## src/rtl/alu_share_arbiter.sv

```systemverilog
// Round-robin arbiter sharing one ALU between two valid/ready requesters.
// Results land in a single registered response slot tagged with the requester id.

module alu_top (
   input  logic [31:0] a,
   input  logic [31:0] b,
   input  logic [2:0]  alu_control,
   input  logic [2:0]  funct3,
   input  logic        funct7_5,
   output logic [31:0] result
);
   logic lt;

   always_comb begin
      lt = funct3[0] ? (a < b) : ($signed(a) < $signed(b));
      case (alu_control)
         3'b000:  result = a + b;
         3'b001:  result = a - b;
         3'b010:  result = a & b;
         3'b011:  result = a | b;
         3'b100:  result = a ^ b;
         3'b101:  result = {31'b0, lt};
         default: begin
            // funct3[2] clear selects left shift; otherwise funct7_5 picks arithmetic right
            if (!funct3[2])    result = a << b[4:0];
            else if (funct7_5) result = $unsigned($signed(a) >>> b[4:0]);
            else               result = a >> b[4:0];
         end
      endcase
   end
endmodule

module alu_share_arbiter #(
   parameter int CNT_W = 16
) (
   input  logic             clk,
   input  logic             rst,
   input  logic             req0_valid,
   output logic             req0_ready,
   input  logic [31:0]      req0_A,
   input  logic [31:0]      req0_B,
   input  logic [2:0]       req0_ALUControl,
   input  logic [2:0]       req0_funct3,
   input  logic             req0_funct7_5,
   input  logic             req1_valid,
   output logic             req1_ready,
   input  logic [31:0]      req1_A,
   input  logic [31:0]      req1_B,
   input  logic [2:0]       req1_ALUControl,
   input  logic [2:0]       req1_funct3,
   input  logic             req1_funct7_5,
   output logic             rsp_valid,
   input  logic             rsp_ready,
   output logic             rsp_id,
   output logic [31:0]      rsp_result,
   output logic [CNT_W-1:0] grant_cnt0,
   output logic [CNT_W-1:0] grant_cnt1
);
   logic        prio;
   logic        grant_id;
   logic        slot_free;
   logic        accept;
   logic [31:0] alu_a;
   logic [31:0] alu_b;
   logic [2:0]  alu_ctl;
   logic [2:0]  alu_f3;
   logic        alu_f7;
   logic [31:0] alu_result;

   always_comb begin
      if (req0_valid && req1_valid) grant_id = prio;
      else                          grant_id = req1_valid;
   end

   assign slot_free  = !rsp_valid || rsp_ready;
   assign accept     = !rst && slot_free && (req0_valid || req1_valid);
   assign req0_ready = accept && !grant_id;
   assign req1_ready = accept && grant_id;

   assign alu_a   = grant_id ? req1_A          : req0_A;
   assign alu_b   = grant_id ? req1_B          : req0_B;
   assign alu_ctl = grant_id ? req1_ALUControl : req0_ALUControl;
   assign alu_f3  = grant_id ? req1_funct3     : req0_funct3;
   assign alu_f7  = grant_id ? req1_funct7_5   : req0_funct7_5;

   alu_top u_alu (
      .a           (alu_a),
      .b           (alu_b),
      .alu_control (alu_ctl),
      .funct3      (alu_f3),
      .funct7_5    (alu_f7),
      .result      (alu_result)
   );

   always_ff @(posedge clk or posedge rst) begin
      if (rst) begin
         rsp_valid  <= 1'b0;
         rsp_id     <= 1'b0;
         rsp_result <= '0;
         prio       <= 1'b0;
         grant_cnt0 <= '0;
         grant_cnt1 <= '0;
      end else if (accept) begin
         rsp_valid  <= 1'b1;
         rsp_id     <= grant_id;
         rsp_result <= alu_result;
         prio       <= ~grant_id;
         if (!grant_id) begin
            if (grant_cnt0 != '1) grant_cnt0 <= grant_cnt0 + CNT_W'(1);
         end else begin
            if (grant_cnt1 != '1) grant_cnt1 <= grant_cnt1 + CNT_W'(1);
         end
      end else if (rsp_ready) begin
         rsp_valid <= 1'b0;
      end
   end
endmodule

```

## config.mk

```make
export PLATFORM = sky130hd
export DESIGN_NAME = alu_share_arbiter
export DESIGN_NICKNAME = d
export VERILOG_FILES = /design/src/rtl/alu_share_arbiter.sv
export SDC_FILE = /design/constraint.sdc
export NUM_CORES = 1
export LEC_CHECK = 0
export CORE_MARGIN = 2
export CORE_UTILIZATION = 45
export DETAILED_ROUTE_END_ITERATION = 8
export PLACE_DENSITY = 0.67
export RECOVER_POWER = 25
export SLEW_MARGIN = 20
export SYNTH_ARGS = -nofsm -noshare
export SYNTH_HDL_FRONTEND = slang
export SYNTH_SLANG_ARGS = --single-unit
```

## constraint.sdc

```tcl
create_clock -name clk -period 8.1 [get_ports clk]
set_input_delay 0.81 -clock clk [delete_from_list [all_inputs] [get_ports clk]]
set_output_delay 0.81 -clock clk [all_outputs]
set_load 0.02 [all_outputs]
```

==> results.toml <==
[floorplanning]
io_pins = 215
dieArea_um2 = 30600
start_util = 0.457
rows = 62
die_x_um = 175
fp.coreArea_um2 = 28700
die_h_um = 175

[synthesis]
synth-seq-area-share = 0.128
syn-mean-instance-area_um2 = 6.86
netlist.area_leader.share = 0.128
synthTopCellsByArea = "dfrtp_1 13%, ha_1 9.2%, mux2i_1 9.1%, a21oi_1 8.1%, nand2_1 7.7%"
synthCells = 1913
ys_types = 83
synth_nets = 2159
yosys-top-cells-count = "270 x nand2_1, 213 x a21oi_1, 164 x nor2_1"
synth-seq-cells = 67
syn-cell-area_um2 = 13100
synth-main-ff-cell = "dfrtp_1"
synth.most_common_cell = "nand2_1"
yosys_warnings = 0
synth_top_cell_by_area = "dfrtp_1"
async_flop_share = 1.00
synth-edff-count = 0

[route]
ant_nets = 0
drcViolationCount = 0
drt_iter0_drc = 1766
drt-total-wl_um = 55500
num_vias = 15600
wl_per_cell_um = 22.8
post_drt_via_cell_ratio = 6.41
first_pass_iters = 8

[global_route]
grt_max_degree = 68
overflow = 0
grt_pass1_wl_um = 84700
grt_pass1_vias = 14500
met1_usage = 0.463
busiest_layer = "met2"
grt_use_total = 0.353
gr-usage-met2 = 0.559
grt_use_met3 = 0.0590
antenna_found_initial = 2

[timing]
skew_ns = 0.00880
drv_slew = 68
fin_tns_setup_ns = 0
finalHoldWorstSlack_ns = 0.472
worst_pin_slew_ns = 3.67
min_period_ns = 6.14
setup_viol = 0
max_freq_mhz = 163
finalHoldViolations = 0
rsz0062_at_grt = "false"
finalCritPeriodShare = 0.758
slew-limit-headroom = -1.45

[power]
leakagePower_nw = 6.80
power_density_nw_per_um2 = 172
ir_drop_mv = 0.185

[critical_path]
crit_type = "in -> reg"
arrival_ns = 6.33
cp-start-kind = "input pin"
crit_path_end_kind = "register"
cp_data_required_time_ns = 8.29
cp_cell_sequence = "clkdlybuf4s50_1 -> nor2b_1 -> nor2_4 -> buf_4 -> mux2i_1 -> inv_1 -> ha_1 -> nand2b_1 -> o21ai_0 -> o21ai_1 -> a21oi_1 -> a2111oi_1 -> o31a_1 -> o21bai_1 -> a21oi_1 -> xnor2_1 -> a222oi_1 -> o21ai_0"
path_max_fanout = 38
worst_path_max_delay_cell = "nor2b_1"
max_stage_delay_ns = 0.74

[clock_tree]
clk_latency_ns = 0.35
ctsHoldBuffers = 0
clock_sinks = 67
cts-root-buf = "clkbuf_16"
cts_buffers = 9
clk_path_buf_depth = 2
cts_resized = 0
cts_htree_levels = 3
cts_setup_buffers = 0
cts_tree = "done"
clk_pin_slew_ns = 0.06

[cells_and_area]
drive_gt1_frac = 0.0680
area_growth_pct = 20.1
final_nets = 2284

[job]
drv_cap = 1

[hold_path]
hold_class = "reg -> reg"

[outcome]
status = "finished with violations"
violations = "capacitance limit, slew limit"

[place]
gp_congestion = 1.01
port_buffers = 212
dp_hpwl_um = 42600
-- worst max-delay path: cells and delay by family --
kind | cells | cell delay [ns]
compound gates | 9 | 2.55
simple gates | 3 | 1.11
buf+inv | 3 | 1.02
fa+ha+maj | 1 | 0.42
mux | 1 | 0.30
xor+xnor | 1 | 0.08
-- power breakdown --
part | leakage (nW) | internal [W] | switching (W)
Sequential | 0.843 | 0.000406 | 0.0000681
Combinational | 5.81 | 0.000697 | 0.00113
Clock | 0.147 | 0.000240 | 0.000163
-- layer usage --
layer	up-vias	wire, µm
met5	-	22
met4	4	3110
met3	148	4950
met2	870	24500
met1	7358	22900
li1	7174	-
-- final timing paths --
check	from	end	slack, ns	cells past startpoint
max in group asynchronous	rst	rsp_result[20]	3.47	3
worst max register to register	prio	rsp_result[12]	2.57	17
min in group asynchronous	rst	rsp_valid	2.57	3
worst min-delay path	rsp_result[4]	rsp_result[4]	0.47	2
worst min register to register	rsp_result[4]	rsp_result[4]	0.47	2
worst max-delay path	req0_valid	rsp_result[12]	1.96	18
-- cells in the final DEF (no fill, tap or decap), drive strengths merged, types with 12 or more instances in the layout --
cell / count
o21ai: 162
o221ai: 12
or3: 12
o21bai: 13
nor3: 30
a211oi: 47
buf: 41
a221oi: 14
o22ai: 16
a22oi: 15
o211ai: 37
nand3: 32
nor2b: 37
nand2: 271
ha: 97
dfrtp: 67
xor2: 15
mux2: 55
nand4: 13
clkdlybuf4s50: 209
xnor2: 37
a31oi: 18
a21o: 19
a21oi: 213
inv: 108
mux2i: 119
nor2: 165
and3: 23
o31ai: 15
-- sequential cells by signal (all words and copies together) (netlist names) --
name / count
rsp_valid: 1
prio: 1
grant_cnt1: 16
grant_cnt0: 16
rsp_id: 1
rsp_result: 32
-- cell type report --
class,instances,area (µm²)
fill,2817,12900
sequential,67,1680
antenna,1,2.50
clock buffer,9,225
multi-input combinational,1601,10500
clock inverter,7,73.8
inverter,107,402
tap,384,480
timing repair buffer,252,2410
-- per-stage QoR --
| stage | worst slack, ns | instances | instance area [µm²] | util | power [W] |
|---|---|---|---|---|---|
| global placement | 1.93 | 2411 | 15500 | 0.539 | 0.00224 |
| finish | 1.96 | 2428 | 15800 | 0.549 | 0.00271 |
| CTS | 2.14 | 2427 | 15800 | 0.549 | 0.00267 |
| detailed placement | 1.78 | 2411 | 15500 | 0.539 | 0.00225 |
| floorplan | 3.19 | 1913 | 13100 | - | 0.00161 |
| global route | 1.71 | 2427 | 15800 | 0.549 | 0.00287 |
-- cells by family after synthesis --
| logic type | after synthesis | synth area share |
|---|---|---|
| flops | 67 | 0.128 |
| mux | 175 | 0.140 |
| compound gates | 660 | 0.320 |
| xor+xnor | 52 | 0.0347 |
| fa+ha+maj | 99 | 0.0955 |
| simple gates | 615 | 0.207 |
| buf+inv | 245 | 0.0762 |
No activity file was read; power rests on OpenSTA's default activity.
